[src/rtl/cv32e40s_rvfi_pkg.sv]
// RVFI OBI tracker shared types.
// Entry state enum and per-entry control bundle.
package cv32e40s_rvfi_pkg;

    typedef enum logic [1:0] {
        RVFI_OBI_EMPTY     = 2'd0,
        RVFI_OBI_WAIT_RESP = 2'd1,
        RVFI_OBI_DONE      = 2'd2
    } rvfi_obi_state_e;

    // Address and data live in separate arrays so the
    // struct stays independent of the width parameters.
    typedef struct packed {
        rvfi_obi_state_e state;
        logic [2:0]      prot;
        logic            err;
        logic            pmp_err;
    } rvfi_obi_entry_t;

    localparam rvfi_obi_entry_t RVFI_OBI_ENTRY_RST = '{
        state:   RVFI_OBI_EMPTY,
        prot:    3'b000,
        err:     1'b0,
        pmp_err: 1'b0
    };

endpackage

[src/rtl/cv32e40s_ff_one.sv]
// Find-first-one: index of the lowest set bit of in_i.
// Ports: in_i vector, first_one_o index, no_ones_o flag.
module cv32e40s_ff_one #(
    parameter int LEN = 2,
    parameter int W   = (LEN > 1) ? $clog2(LEN) : 1
) (
    input  logic [LEN-1:0] in_i,
    output logic [W-1:0]   first_one_o,
    output logic           no_ones_o
);

    always_comb begin
        first_one_o = '0;
        no_ones_o   = 1'b1;
        // Scan downwards so the lowest set bit is written last.
        for (int i = LEN - 1; i >= 0; i--) begin
            if (in_i[i]) begin
                first_one_o = W'(i);
                no_ones_o   = 1'b0;
            end
        end
    end

endmodule

[src/rtl/cv32e40s_rvfi_obi_tracker.sv]
// In-order tracker pairing OBI requests with responses for RVFI.
// Ports: req_*/resp_* bus side, flush_i, out_* retire handshake, status.
module cv32e40s_rvfi_obi_tracker
    import cv32e40s_rvfi_pkg::*;
#(
    parameter int DEPTH      = 2,
    parameter int ADDR_WIDTH = 32,
    parameter int DATA_WIDTH = 32,
    localparam int CW        = $clog2(DEPTH + 1)
) (
    input  logic                  clk,
    input  logic                  rst_n,
    input  logic                  req_valid_i,
    input  logic [ADDR_WIDTH-1:0] req_addr_i,
    input  logic [2:0]            req_prot_i,
    input  logic                  req_pmp_err_i,
    input  logic                  resp_valid_i,
    input  logic [DATA_WIDTH-1:0] resp_rdata_i,
    input  logic                  resp_err_i,
    input  logic                  flush_i,
    output logic                  out_valid_o,
    input  logic                  out_ready_i,
    output logic [ADDR_WIDTH-1:0] out_addr_o,
    output logic [2:0]            out_prot_o,
    output logic [DATA_WIDTH-1:0] out_rdata_o,
    output logic                  out_err_o,
    output logic                  out_pmp_err_o,
    output logic                  full_o,
    output logic [CW-1:0]         outstanding_o,
    output logic                  protocol_err_o
);

    localparam int PW = (DEPTH > 1) ? $clog2(DEPTH) : 1;

    rvfi_obi_entry_t       r_ent   [DEPTH];
    logic [ADDR_WIDTH-1:0] r_addr  [DEPTH];
    logic [DATA_WIDTH-1:0] r_rdata [DEPTH];
    logic [PW-1:0]         r_head;
    logic [PW-1:0]         r_tail;
    logic [CW-1:0]         r_drop;
    logic                  r_perr;

    logic [CW-1:0]    w_valid_cnt;
    logic [CW-1:0]    w_wait_cnt;
    logic [CW-1:0]    w_occ;
    logic [DEPTH-1:0] w_wait_vec;
    logic [DEPTH-1:0] w_rot_vec;
    logic [PW-1:0]    w_first;
    logic             w_no_wait;
    logic [PW-1:0]    w_target;
    logic             w_full;
    logic             w_pop;
    logic             w_resp_drop;
    logic             w_resp_hit;
    logic             w_resp_bad;
    logic [CW:0]      w_flush_drop;
    logic             w_room;
    logic             w_alloc;
    logic             w_overflow;
    logic [PW-1:0]    w_alloc_idx;
    logic [PW-1:0]    w_tail_nxt;

    // (p + k) mod DEPTH for p, k < DEPTH; works for any DEPTH.
    function automatic logic [PW-1:0] f_wrap_add(
        input logic [PW-1:0] p,
        input logic [PW-1:0] k
    );
        logic [PW:0] s;
        s = {1'b0, p} + {1'b0, k};
        if (s >= (PW+1)'(DEPTH)) begin
            s = s - (PW+1)'(DEPTH);
        end
        return s[PW-1:0];
    endfunction

    always_comb begin
        w_valid_cnt = '0;
        w_wait_cnt  = '0;
        w_wait_vec  = '0;
        w_rot_vec   = '0;
        for (int i = 0; i < DEPTH; i++) begin
            w_wait_vec[i] = (r_ent[i].state == RVFI_OBI_WAIT_RESP);
            w_valid_cnt   = w_valid_cnt
                          + CW'(r_ent[i].state != RVFI_OBI_EMPTY);
            w_wait_cnt    = w_wait_cnt + CW'(w_wait_vec[i]);
        end
        // Rotate so bit 0 is the head: the first set bit is the oldest.
        for (int i = 0; i < DEPTH; i++) begin
            w_rot_vec[i] = w_wait_vec[f_wrap_add(r_head, PW'(i))];
        end
    end

    cv32e40s_ff_one #(
        .LEN (DEPTH),
        .W   (PW)
    ) u_ff_one (
        .in_i        (w_rot_vec),
        .first_one_o (w_first),
        .no_ones_o   (w_no_wait)
    );

    assign w_target = f_wrap_add(r_head, w_first);
    assign w_occ    = w_valid_cnt + r_drop;
    assign w_full   = (w_occ == CW'(DEPTH));

    assign out_valid_o = (r_ent[r_head].state == RVFI_OBI_DONE);
    assign w_pop       = out_valid_o && out_ready_i && !flush_i;

    assign w_resp_drop = resp_valid_i && (r_drop != '0);
    assign w_resp_hit  = resp_valid_i && (r_drop == '0) && !w_no_wait;
    assign w_resp_bad  = resp_valid_i && (r_drop == '0) && w_no_wait;

    // A legal response in the flush cycle belongs either to an
    // already-dropped request or to the oldest flushed WAIT entry.
    assign w_flush_drop = {1'b0, r_drop} + {1'b0, w_wait_cnt}
                        - (CW+1)'(resp_valid_i && !w_resp_bad);

    // In the flush cycle only the surviving drop credits take room.
    assign w_room      = flush_i ? (w_flush_drop < (CW+1)'(DEPTH))
                                 : !w_full;
    assign w_alloc     = req_valid_i && w_room;
    assign w_overflow  = req_valid_i && !w_room;
    assign w_alloc_idx = flush_i ? '0 : r_tail;
    assign w_tail_nxt  = f_wrap_add(w_alloc_idx, PW'(1));

    always_ff @(posedge clk or negedge rst_n) begin
        if (!rst_n) begin
            for (int i = 0; i < DEPTH; i++) begin
                r_ent[i]   <= RVFI_OBI_ENTRY_RST;
                r_addr[i]  <= '0;
                r_rdata[i] <= '0;
            end
            r_head <= '0;
            r_tail <= '0;
            r_drop <= '0;
            r_perr <= 1'b0;
        end else begin
            if (w_overflow || w_resp_bad) begin
                r_perr <= 1'b1;
            end
            if (flush_i) begin
                for (int i = 0; i < DEPTH; i++) begin
                    r_ent[i].state <= RVFI_OBI_EMPTY;
                end
                r_head <= '0;
                r_tail <= '0;
                r_drop <= w_flush_drop[CW-1:0];
            end else begin
                if (w_resp_drop) begin
                    r_drop <= r_drop - CW'(1);
                end
                if (w_pop) begin
                    r_ent[r_head].state <= RVFI_OBI_EMPTY;
                    r_head <= f_wrap_add(r_head, PW'(1));
                end
                if (w_resp_hit) begin
                    r_ent[w_target].state <= RVFI_OBI_DONE;
                    r_ent[w_target].err   <= resp_err_i;
                    r_rdata[w_target]     <= resp_rdata_i;
                end
            end
            // Allocation comes last so it overrides the flush clear.
            if (w_alloc) begin
                r_ent[w_alloc_idx].state   <= req_pmp_err_i
                                            ? RVFI_OBI_DONE
                                            : RVFI_OBI_WAIT_RESP;
                r_ent[w_alloc_idx].prot    <= req_prot_i;
                r_ent[w_alloc_idx].err     <= 1'b0;
                r_ent[w_alloc_idx].pmp_err <= req_pmp_err_i;
                r_addr[w_alloc_idx]        <= req_addr_i;
                r_rdata[w_alloc_idx]       <= '0;
                r_tail                     <= w_tail_nxt;
            end
        end
    end

    // Payload is zero unless a retirement is being offered.
    assign out_addr_o     = out_valid_o ? r_addr[r_head] : '0;
    assign out_prot_o     = out_valid_o ? r_ent[r_head].prot : '0;
    assign out_rdata_o    = out_valid_o ? r_rdata[r_head] : '0;
    assign out_err_o      = out_valid_o && r_ent[r_head].err;
    assign out_pmp_err_o  = out_valid_o && r_ent[r_head].pmp_err;
    assign full_o         = w_full;
    assign outstanding_o  = w_occ;
    assign protocol_err_o = r_perr;

endmodule

[config.mk]
export PLATFORM = sky130hd
export DESIGN_NAME = cv32e40s_rvfi_obi_tracker
export DESIGN_NICKNAME = d
export VERILOG_FILES = /design/src/rtl/cv32e40s_rvfi_pkg.sv /design/src/rtl/cv32e40s_ff_one.sv /design/src/rtl/cv32e40s_rvfi_obi_tracker.sv
export SDC_FILE = /design/constraint.sdc
export NUM_CORES = 1
export LEC_CHECK = 0
export CAP_MARGIN = 25
export CORE_MARGIN = 2
export CORE_UTILIZATION = 60
export CTS_CLUSTER_DIAMETER = 50
export DETAILED_ROUTE_END_ITERATION = 7
export DONT_BUFFER_PORTS = 1
export MAX_ROUTING_LAYER = met4
export PLACE_DENSITY = 0.83
export SLEW_MARGIN = 0
export SYNTH_ARGS = -nofsm -noshare
export SYNTH_HDL_FRONTEND = slang
export SYNTH_HIERARCHICAL = 1
export SYNTH_SLANG_ARGS = --single-unit
[constraint.sdc]
create_clock -name clk -period 11.6 [get_ports clk]
set_clock_uncertainty 0.1 [all_clocks]
set_input_delay 0.58 -clock clk [delete_from_list [all_inputs] [get_ports clk]]
set_output_delay 0.58 -clock clk [all_outputs]
set_load 0.01 [all_outputs]
* Yosys cells after proc, flatten, opt, wreduce, memory -nomap -nowiden
Index checks and enable logic that the tools add are counted.
Widths: inputs -> output; s select.
** Cells by class
- Reduce and logical (&&, ||, !) cells :: 26
- $mul :: 0
- Div/mod/pow operators :: 0
- Muxes and demuxes :: 70
- $add $sub $neg :: 13
- Eq/ne operators :: 4
- Order comparisons :: 13
- Bitwise logic cells :: 5
- Shift operators :: 0
** Operator list (number)
- $mux 32 :: 10
- $mux 64 :: 3
- $bwmux 64 :: 2
- $bwmux 14 :: 7
- $and 64x64->64 :: 1
- $demux 32 s1 :: 2
- $not 64->64 :: 1
- $mux 14 :: 4
- $demux 7 s1 :: 7
- $mux 7 :: 6
- $mux 1 :: 18
- $mux 5 :: 3
- $logic_and 1x1->1 :: 14
- $mux 2 :: 7
- $ge 2x2->1 const B :: 6
- $reduce_bool 2->1 :: 5
- $add 1x1->2 :: 3
- $lt 2x1->1 const B :: 3
- $not 1->2 :: 3
- $logic_not 1->1 :: 5
- $add 1x1->2 const B :: 2
- $eq 2x1->1 const B :: 2
- $eq 2x2->1 const B :: 2
- $lt 1x2->1 const B :: 2
- 10 further kinds :: 13
** Storage, ports and cells
- Bits in writable memories :: 0
- Flip-flop bits (word level) :: 147
- Memory bits (read-only) :: 0
- Memories :: 0
- Latch bits :: 0
- Word-level logic and storage cells :: 147

* Longest topological paths before layout
Gate-level depths: netlist (run 1).
- Depth after elaboration :: 24
- Gate-level depth with buffers :: 19
- Depth with buffers taken out :: 17

* Cells and area by module
The synthesis (run 1) kept the hierarchy.
** By module, submodules not included
- cv32e40s_rvfi_obi_tracker :: instances 1, seq. area each 3678.5 um^2, cells each 747, area each 7494.7 um^2
- cv32e40s_ff_one :: instances 1, seq. area each 0.0 um^2, cells each 2, area each 17.5 um^2

* Worst setup path before layout (run 1)
OpenSTA, ideal clock, no wires.
- Kind :: reg-to-reg
- From :: reg r_head
- To :: reg r_addr[34] (netlist name)
- Slack :: 6.761 ns
- Data required time :: 11.375 ns
- Stages on the path, launching flop included :: 18
- Arrival time :: 4.614 ns
- Cells stage by stage :: dfrtp_1 buf_2 buf_2 clkbuf_1 o21ai_0 nor2_1 a21boi_0 ha_1 inv_1 fa_1 fa_1 xor2_1 and3_1 o21a_1 ha_1 clkbuf_1 buf_1 mux2_2
** Between the ends
- Elaborated cells between the ends (all ways) :: 20
** RTL lines
- start: declaration :: RTL line cv32e40s_rvfi_obi_tracker.sv:38 : logic [PW-1:0] r_head;
- start signal: assignment :: RTL line cv32e40s_rvfi_obi_tracker.sv:154 : r_head <= f_wrap_add(r_head, PW'(1));
- $ge 1x2->1 or $sub 1x1->1 (tied branches) :: RTL line cv32e40s_rvfi_obi_tracker.sv:70, cv32e40s_rvfi_obi_tracker.sv:71
- $mux 1 * :: RTL line cv32e40s_rvfi_obi_tracker.sv:70 : if (s >= (PW+1)'(DEPTH)) begin
- $mux 1 (implied by the code) * (2 in a row) :: RTL line cv32e40s_rvfi_obi_tracker.sv:89 : w_rot_vec[i] = w_wait_vec[f_wrap_add(r_head, PW'(i))];
- net w_rot_vec[0] :: RTL line cv32e40s_rvfi_obi_tracker.sv:47 : logic [DEPTH-1:0] w_rot_vec;
- $mux 1 * :: RTL line cv32e40s_ff_one.sv:17 : if (in_i[i]) begin
- net w_no_wait :: RTL line cv32e40s_rvfi_obi_tracker.sv:49 : logic w_no_wait;
- $logic_and 1x1->1 * :: RTL line cv32e40s_rvfi_obi_tracker.sv:111 : assign w_resp_bad = resp_valid_i && (r_drop == '0) && w_no_wait;
- $logic_not 1->1 * :: RTL line cv32e40s_rvfi_obi_tracker.sv:116 : - (CW+1)'(resp_valid_i && !w_resp_bad);
- $logic_and 1x1->1 * :: RTL line cv32e40s_rvfi_obi_tracker.sv:116
- $sub 3x1->3 * :: RTL line cv32e40s_rvfi_obi_tracker.sv:116
- $lt 3x2->1 * :: RTL line cv32e40s_rvfi_obi_tracker.sv:119 : assign w_room = flush_i ? (w_flush_drop < (CW+1)'(DEPTH))
- $mux 1 * :: RTL line cv32e40s_rvfi_obi_tracker.sv:119
- $logic_and 1x1->1 * :: RTL line cv32e40s_rvfi_obi_tracker.sv:121 : assign w_alloc = req_valid_i && w_room;
- end signal: indexed assignment :: RTL line cv32e40s_rvfi_obi_tracker.sv:170 : r_addr[w_alloc_idx] <= req_addr_i;
- end: declaration :: RTL line cv32e40s_rvfi_obi_tracker.sv:36 : logic [ADDR_WIDTH-1:0] r_addr [DEPTH];
The timed path passes the listed nets; every way through them passes the cells marked *. The select of a mux whose other input is x is not followed.
A chain may end at the register's enable or synchronous reset.

* Worst setup path in the final report (run 1)
- From :: reg r_head
- To :: reg r_ent[10] (netlist name)
** Between the ends
- Elaborated cells between the ends (all ways) :: 51
** RTL lines
- $ge 1x2->1 or $sub 1x1->1 (tied branches) :: RTL line cv32e40s_rvfi_obi_tracker.sv:70, cv32e40s_rvfi_obi_tracker.sv:71
- $mux 1 * :: RTL line cv32e40s_rvfi_obi_tracker.sv:70
- $mux 1 (implied by the code) * (2 in a row) :: RTL line cv32e40s_rvfi_obi_tracker.sv:89
- net w_rot_vec[0] :: RTL line cv32e40s_rvfi_obi_tracker.sv:47
- $mux 1 * :: RTL line cv32e40s_ff_one.sv:17
- net w_no_wait :: RTL line cv32e40s_rvfi_obi_tracker.sv:49
- parallel branches: the longest is 8 deep, another holds $sub 3x1->3
- $mux 14 * :: RTL line cv32e40s_rvfi_obi_tracker.sv:163 : if (w_alloc) begin
- end: declaration :: RTL line cv32e40s_rvfi_obi_tracker.sv:35 : rvfi_obi_entry_t r_ent [DEPTH];
Mark *: on every way through the listed nets, which the timed path passes. The select of a mux whose other input is x is not followed.

==> results by group, run 1 <==
Outcome
  • Status: finished, final reports clean

GRT
  • Largest net degree at the start of global routing: 148
  • First-pass GRT wire length: 28700 um
  • Vias in the first global route: 5770
  • GRT Residual Overflow: 0
  • Initial antenna violation count: 0
  • Tot GR Track Use: 0.284

Cells and area
  • P&R area growth vs syn: 9.68%
  • # diodes: 0
  • Share of layout cells above drive strength 1: 0.176
  • Nets@finish: 791
  • Post-route insts no fill: 890
  • FILL cells: 932

STA
  • Final setup vio count: 0
  • Final Max Tran Viols: 0
  • Period utilization: 0.459
  • Relative slew slack: 0.354
  • FMAX: 0.188 GHz
  • Final hold vios: 0
  • Worst-Margin Slew: 0.966 ns
  • Final min period: 5.33 ns
  • TNS Setup: 0 ns
  • RSZ-0062 raised after global routing: false

Worst setup path
  • WP data required: 11.81 ns
  • Reg-to-Reg Start: r_head$_DFFE_PN0P_
  • Critical Path Max Stage Delay: 0.78 ns
  • Setup CP Type: flip-flop to flip-flop
  • FF-to-FF End: r_ent[10]$_DFFE_PN0P_
  • Most common cell on crit path: fa_1
  • Crit start category: flip-flop
  • Largest delay contributor family on the critical path: adder cells
  • Crit path cell chain: buf_16 > o21ai_0 > nor2_1 > a21boi_0 > ha_1 > inv_1 > fa_1 > fa_1 > xor2_1 > and3_1 > o21a_1 > ha_2 > nor2b_1 > a41o_1 > a21o_1
  • CP Max Fanout: 56
  • CP bufs+invs: 2
  • Register-to-register setup slack: 6.27 ns
  • Worst R2R Path Depth: 15
  • WP data arrival: 5.54 ns
  • CP endpoint kind: flip-flop
  • Slowest stage cell, crit path: ha_2

Run
  • MaxCap Viol Count: 0

Min path
  • Hold crit path type: input pin to async pin

Synthesis
  • Area fraction of the dominant cell type after synthesis: 0.490
  • Post-synth top area cell: dfrtp_1
  • Post-synth EDFFs: 0
  • Yosys Warn Count: 6
  • Fraction of registers with async set/reset: 1.00
  • Synth Register Bits: 147
  • Mapped Nets: 831
  • Synth Flop Type: dfrtp_1
  • Yosys cell types: 50
  • Syn Inst Count: 749
  • Register area share after synthesis: 0.490
  • Cell area after synthesis: 7510 um2
  • Main area contributors after synthesis: dfrtp_1, mux2_2, a21oi_1
  • Syn Area/Cell: 10.0 um2

Die
  • Area of the core: 12100 um2
  • Die Y: 116 um
  • Cell Rows: 40
  • Die ar.: 13400 um2
  • Die span in x: 116 um
  • Io pins: 149
  • Starting Density: 0.620

Clock network
  • Num CTS Buffers: 17
  • Number of buffers on the longest clock path: 2
  • Worst-skew pair later-pin latency: 0.42 ns
  • Worst-path clk slew: 0.06 ns
  • CTS root buf: clkbuf_16
  • Htree depth: 4
  • Setup bufs post-CTS: 0
  • TritonCTS clock tree: yes
  • Resize count post-CTS: 0
  • TritonCTS Sinks: 147
  • Hold_buf cts: 1

Detailed routing
  • Routed WL: 17800 um
  • Detailed Route Iter0 Violations: 666
  • Pre-antenna DRT Iters: 6
  • DRT antenna net count: 0
  • DRC viols: 0
  • DR vias/cell: 6.38
  • WL per Instance: 20.0 um
  • Via Count: 5676

Placement
  • PortBufs: 0
  • Dpl hpwl: 11000 um
  • Placed Cells: 857
  • GPL Wtd Cong: 0.856

Pwr
  • Worst VDD drop: 0.000184 V
  • Pwr Density: 246 nW/um2
  • Lkg Pwr: 3.34 nW
[synthesized netlist by cell type, drive strengths merged (2+ instances only)]
cell type	count
a41o	4
nand2b	4
buf	31
and3	2
ha	4
a31o	4
nand3	67
fa	3
nand2	4
mux2	66
o21ai	69
nor2b	9
nand3b	2
xnor2	3
clkbuf	40
a21o	5
o211ai	3
mux2i	40
a211oi	34
inv	43
dfrtp	147
xor2	2
nor2	43
and2	6
a21oi	97
[worst max-delay path by stage]
stage                     cells after the start  slack [ns]          startpoint                     end
after floorplan                              17        6.76  r_head$_DFFE_PN0P_  r_addr[34]$_DFFE_PN0P_
final                                        15        6.27  r_head$_DFFE_PN0P_   r_ent[10]$_DFFE_PN0P_
after detailed placement                     15        6.28  r_head$_DFFE_PN0P_   r_ent[10]$_DFFE_PN0P_
after global routing                         15        5.83  r_head$_DFFE_PN0P_   r_ent[10]$_DFFE_PN0P_
after CTS                                    15        6.23  r_head$_DFFE_PN0P_   r_ent[10]$_DFFE_PN0P_
after global placement                       14        6.10  r_head$_DFFE_PN0P_   r_ent[10]$_DFFE_PN0P_
[cells in the final DEF, fill, tap and decap left out, drive strengths merged, types with 6 or more instances in the layout]
cell / synthesis / routed
a21oi: 97 / 97
mux2i: 40 / 40
nand3: 67 / 67
and2: 6 / 6
nor2b: 9 / 9
buf: 31 / 12
a211oi: 34 / 34
o21ai: 69 / 69
nor2: 43 / 43
inv: 43 / 44
mux2: 66 / 66
clkbuf: 40 / 20
dfrtp: 147 / 147
[power by group]
part	leakage (nW)	internal (mW)	switching, mW
clock	0.281	0.339	0.211
sequential	1.90	0.686	0.0984
combinational	1.16	0.294	0.402
total	3.34	1.32	0.712
[cell families after synthesis]
kind of cell               Yosys count  share of synthesized area
buffers and inverters              114                     0.0628
DFF                                147                      0.490
and+or+nand+nor                    145                     0.0981
AOI/OAI and AO/OA                  225                      0.176
xor gates and xnor gates             5                    0.00683
muxes                              106                      0.152
adders and majority gates            7                     0.0147
[state kept, by name, indices dropped and copies added, names as in the netlist]
name,cells
r_ent,14
r_drop,2
r_head,1
r_rdata,64
protocol_err_o,1
r_addr,64
r_tail,1
[stage by stage]
step | area (um2) | total power, mW | worst slack (ns) | utilization | hold slack (ns)
after floorplan | 7510 | 1.31 | 6.76 | - | 0.184
after CTS | 8240 | 2.04 | 6.23 | 0.680 | 0.0901
final | 8240 | 2.03 | 6.27 | 0.680 | 0.0288
after detailed placement | 7620 | 1.47 | 6.28 | 0.629 | 0.189
after global placement | 7550 | 1.41 | 6.10 | 0.623 | 0.189
after global routing | 8240 | 2.15 | 5.83 | 0.680 | 0.114
[metal layers]
layer,share of wire,wire length (um),up-vias,track usage
met5,0,0,-,-
li1,-,-,2564,-
met2,0.50,8830,256,0.462
met4,0.018,326,0,0.0984
met1,0.39,6950,2821,0.327
met3,0.096,1720,35,0.101
[layout make-up]
| cell class | instances | area, um2 | share of cell area |
|---|---|---|---|
| clock buffers | 20 | 437 | 0.0530 |
| well taps | 168 | 210 | 0.0255 |
| flip-flops and latches | 147 | 3680 | 0.447 |
| clock inverters | 12 | 158 | 0.0191 |
| inverters | 43 | 161 | 0.0196 |
| repair buffers | 12 | 158 | 0.0191 |
| multi-input cells | 488 | 3430 | 0.417 |
(Power assumes the default switching activity.)
==> run 2, diff against run 1 <==
--- a/config.mk
+++ b/config.mk
@@ -7,7 +7,7 @@
 export LEC_CHECK = 0
 export CAP_MARGIN = 25
 export CORE_MARGIN = 2
-export CORE_UTILIZATION = 60
+export CORE_UTILIZATION = 58
 export CTS_CLUSTER_DIAMETER = 50
 export DETAILED_ROUTE_END_ITERATION = 7
 export DONT_BUFFER_PORTS = 1
==> constraint.sdc (replaced) <==
create_clock -name clk -period 4.4 [get_ports clk]
set_clock_uncertainty 0.1 [all_clocks]
set_input_delay 0.22 -clock clk [delete_from_list [all_inputs] [get_ports clk]]
set_output_delay 0.22 -clock clk [all_outputs]
set_load 0.01 [all_outputs]
==> run 2 against run 1 <==
Compared with the run above: utilization up 4.0 points; sequential share of layout area decreased by 4.2 points; die area up 3.3%; global-route usage increased by 0.59 points; largest power group unchanged; critical path depth shrank 1; setup slack got worse by 6.0 ns; critical endpoint is now r_addr[48]$_DFFE_PN0P_; design area is 10% higher; critical path type unchanged; hold slack got worse by 0.018 ns; maximum frequency increased by 29%; power grew to 2.8 times the previous value; count of clock-buffer cells in the layout decreased by 2; sequential power grew to 2.7 times the previous value.
==> results by group, run 2 (synthesized netlist as in run 1, its figures left out) <==
Cells and area
  • Top Registers: r_addr: 64 flops, r_rdata: 64 flops, r_ent: 14 flops
  • P&R area growth vs syn: 21.0%
  • Utilization after layout: 0.720 (+0.0399)
  • Share of layout cells above drive strength 1: 0.172 (-0.00404)
  • Most frequent cells in the layout: dfrtp_1, a21oi_1, dlygate4sd3_1
  • Nets@finish: 872 (+10%)
  • Commonest non-fill, non-tap cell in the layout: dfrtp_1

Worst setup path
  • WP data arrival: 4.35 ns (-1.19 ns)
  • CP endpoint kind: flip-flop
  • Most common cell on crit path: fa_1
  • WP data required: 4.61 ns (-7.20 ns)
  • Critical Path Max Stage Delay: 0.45 ns (-0.33 ns)
  • Largest delay contributor family on the critical path: adder cells
  • Crit path cell chain: nand2b_1 > o21ai_0 > nor2_1 > a21boi_0 > ha_1 > inv_1 > fa_1 > fa_1 > xor2_2 > and3_1 > o21a_1 > ha_2 > buf_4 > mux2_2
  • FF-to-FF End: r_addr[48]$_DFFE_PN0P_
  • CP bufs+invs: 2 (unchanged)
  • Setup CP Type: flip-flop to flip-flop
  • Reg-to-Reg Start: r_ent[13]$_DFF_PN0_
  • Crit start category: flip-flop
  • Slowest stage cell, crit path: fa_1
  • Register-to-register setup slack: 0.26 ns (-6.01 ns)
  • CP Max Fanout: 32 (-43%)
  • Worst R2R Path Depth: 14 (-1)

Die
  • Die span in x: 118 um (+1.6%)
  • Starting Density: 0.595 (-0.0250)
  • Die Y: 118 um (+1.6%)
  • Die ar.: 13900 um2 (+3.3%)
  • Cell Rows: 41 (+2.5%)
  • Area of the core: 12600 um2 (+4.2%)
  • Io pins: 149 (unchanged)

Pwr
  • Internal power: 3.58 mW (+170%)
  • Reg power frac: 0.375 (-0.011)
  • Power share of the combinational group: 0.357 (+0.014)
  • Worst VDD drop: 0.000393 V (+110%)
  • Lkg Pwr: 3.71 nW (+11%)
  • Overall power: 5.58 mW (+180%)
  • Pwr Density: 614 nW/um2 (+150%)
  • Sw frac: 0.358 (+0.00727)
  • Switch Pwr: 2.00 mW (+180%)
  • Clk network pwr share: 0.268 (-0.003)

STA
  • Final min period: 4.14 ns (-1.19 ns)
  • Final worst setup slack: 0.262 ns (-6.01 ns)
  • Worst-Margin Slew: 1.03 ns (+0.0669 ns)
  • Final setup vio count: 0 (unchanged)
  • Final hold vios: 0 (unchanged)
  • RSZ-0062 raised after global routing: false
  • Relative slew slack: 0.309 (-0.0453)
  • FMAX: 0.242 GHz (+29%)
  • Period utilization: 0.940 (+0.481)
  • Final Max Tran Viols: 0 (unchanged)
  • TNS Setup: 0 ns (unchanged)

Detailed routing
  • Pre-antenna DRT Iters: 8 (+2)
  • WL per Instance: 20.0 um (about the same)
  • DR vias/cell: 6.29 (-1.3%)
  • Routed WL: 19600 um (+9.7%)
  • DRC viols: 0 (unchanged)
  • Detailed Route Iter0 Violations: 780 (+17%)
  • Via Count: 6142 (+8.2%)
  • DRT antenna net count: 0 (unchanged)

Clock network
  • Resize count post-CTS: 0 (unchanged)
  • Worst-skew pair later-pin latency: 0.42 ns (about the same)
  • Num CTS Buffers: 17 (unchanged)
  • CTS root buf: clkbuf_16
  • Setup bufs post-CTS: 0 (unchanged)
  • TritonCTS Sinks: 147 (unchanged)
  • Worst-path clk slew: 0.07 ns (about the same)
  • TritonCTS clock tree: yes
  • Hold_buf cts: 75 (+74)
  • Htree depth: 4 (unchanged)
  • Number of buffers on the longest clock path: 2 (unchanged)

Placement
  • GPL Wtd Cong: 0.847 (-1.1%)
  • PortBufs: 0 (unchanged)
  • Dpl hpwl: 11200 um (+1.5%)
  • Pre-CTS setup slack: 0.303 ns (-5.98 ns)

Outcome
  • Status: finished, final reports clean

Min path
  • Worst Hold End: protocol_err_o$_DFFE_PN0P_
  • Hold crit path type: input pin to flip-flop
  • Worst hold start: req_valid_i
  • Hold depth: 2

Run
  • MaxCap Viol Count: 0 (unchanged)

GRT
  • Tot GR Track Use: 0.290 (+0.00589)
  • Largest net degree at the start of global routing: 148 (unchanged)
  • GRT Residual Overflow: 0 (unchanged)
  • First-pass GRT wire length: 31400 um (+9.3%)
  • Vias in the first global route: 6260 (+8.5%)
  • Initial antenna violation count: 1 (+1)
==> run 2: cell types whose count changed in the layout (fill, tap and decap cells not counted), sizes merged <==
cell / previous run / this run
diode: 0 / 1
clkbuf: 20 / 18
clkinvlp: 3 / 5
buf: 12 / 19
clkinv: 5 / 3
inv: 44 / 46
dlygate4sd3: 0 / 74
==> run 2: worst max path at each step <==
stage                   startpoint                endpoint  slack (ns)  cells after the start
6_report       r_ent[13]$_DFF_PN0_  r_addr[48]$_DFFE_PN0P_        0.26                     14
5_1_grt        r_ent[13]$_DFF_PN0_  r_addr[46]$_DFFE_PN0P_       0.004                     14
4_1_cts        r_ent[13]$_DFF_PN0_  r_addr[35]$_DFFE_PN0P_        0.29                     14
3_5_place_dp   r_ent[13]$_DFF_PN0_  r_addr[53]$_DFFE_PN0P_        0.30                     14
3_3_place_gp   r_ent[13]$_DFF_PN0_  r_addr[60]$_DFFE_PN0P_        0.49                     14
2_1_floorplan   r_head$_DFFE_PN0P_  r_addr[43]$_DFFE_PN0P_         0.1                     17
==> run 2: area by class of cell <==
| class | count | area, um2 |
|---|---|---|
| fill | 868 | 3530 |
| antenna | 1 | 2.50 |
| multi-input combinational | 488 | 3440 |
| clock buffer | 18 | 439 |
| sequential | 147 | 3680 |
| tap | 172 | 215 |
| timing repair buffer | 93 | 968 |
| inverter | 43 | 161 |
| clock inverter | 14 | 179 |
==> run 2: power groups by stage <==
stage	clock, mW	sequential [mW]	combinational [mW]
6_report	1.50	2.09	1.99
5_1_grt	1.58	2.14	2.16
4_1_cts	1.52	2.07	1.96
3_5_place_dp	0	2.08	1.85
3_3_place_gp	0	2.04	1.74
2_1_floorplan	0	1.99	1.48
==> run 2: per-layer routing <==
| layer | global-route usage | routed length, um |
|---|---|---|
| met1 | 0.346 | 7880 |
| met2 | 0.483 | 9840 |
| met3 | 0.0693 | 1360 |
| met4 | 0.100 | 491 |
| met5 | - | 0 |
==> run 2: stage by stage <==
| stage | hold WS, ns | instances | area, um2 |
|---|---|---|---|
| after floorplan | -0.176 | 749 | 7530 |
| after global placement | -0.170 | 865 | 7620 |
| after detailed placement | -0.170 | 866 | 7650 |
| after CTS | 0.000183 | 973 | 9040 |
| after global routing | 0.0156 | 976 | 9090 |
| final | 0.0106 | 976 | 9090 |
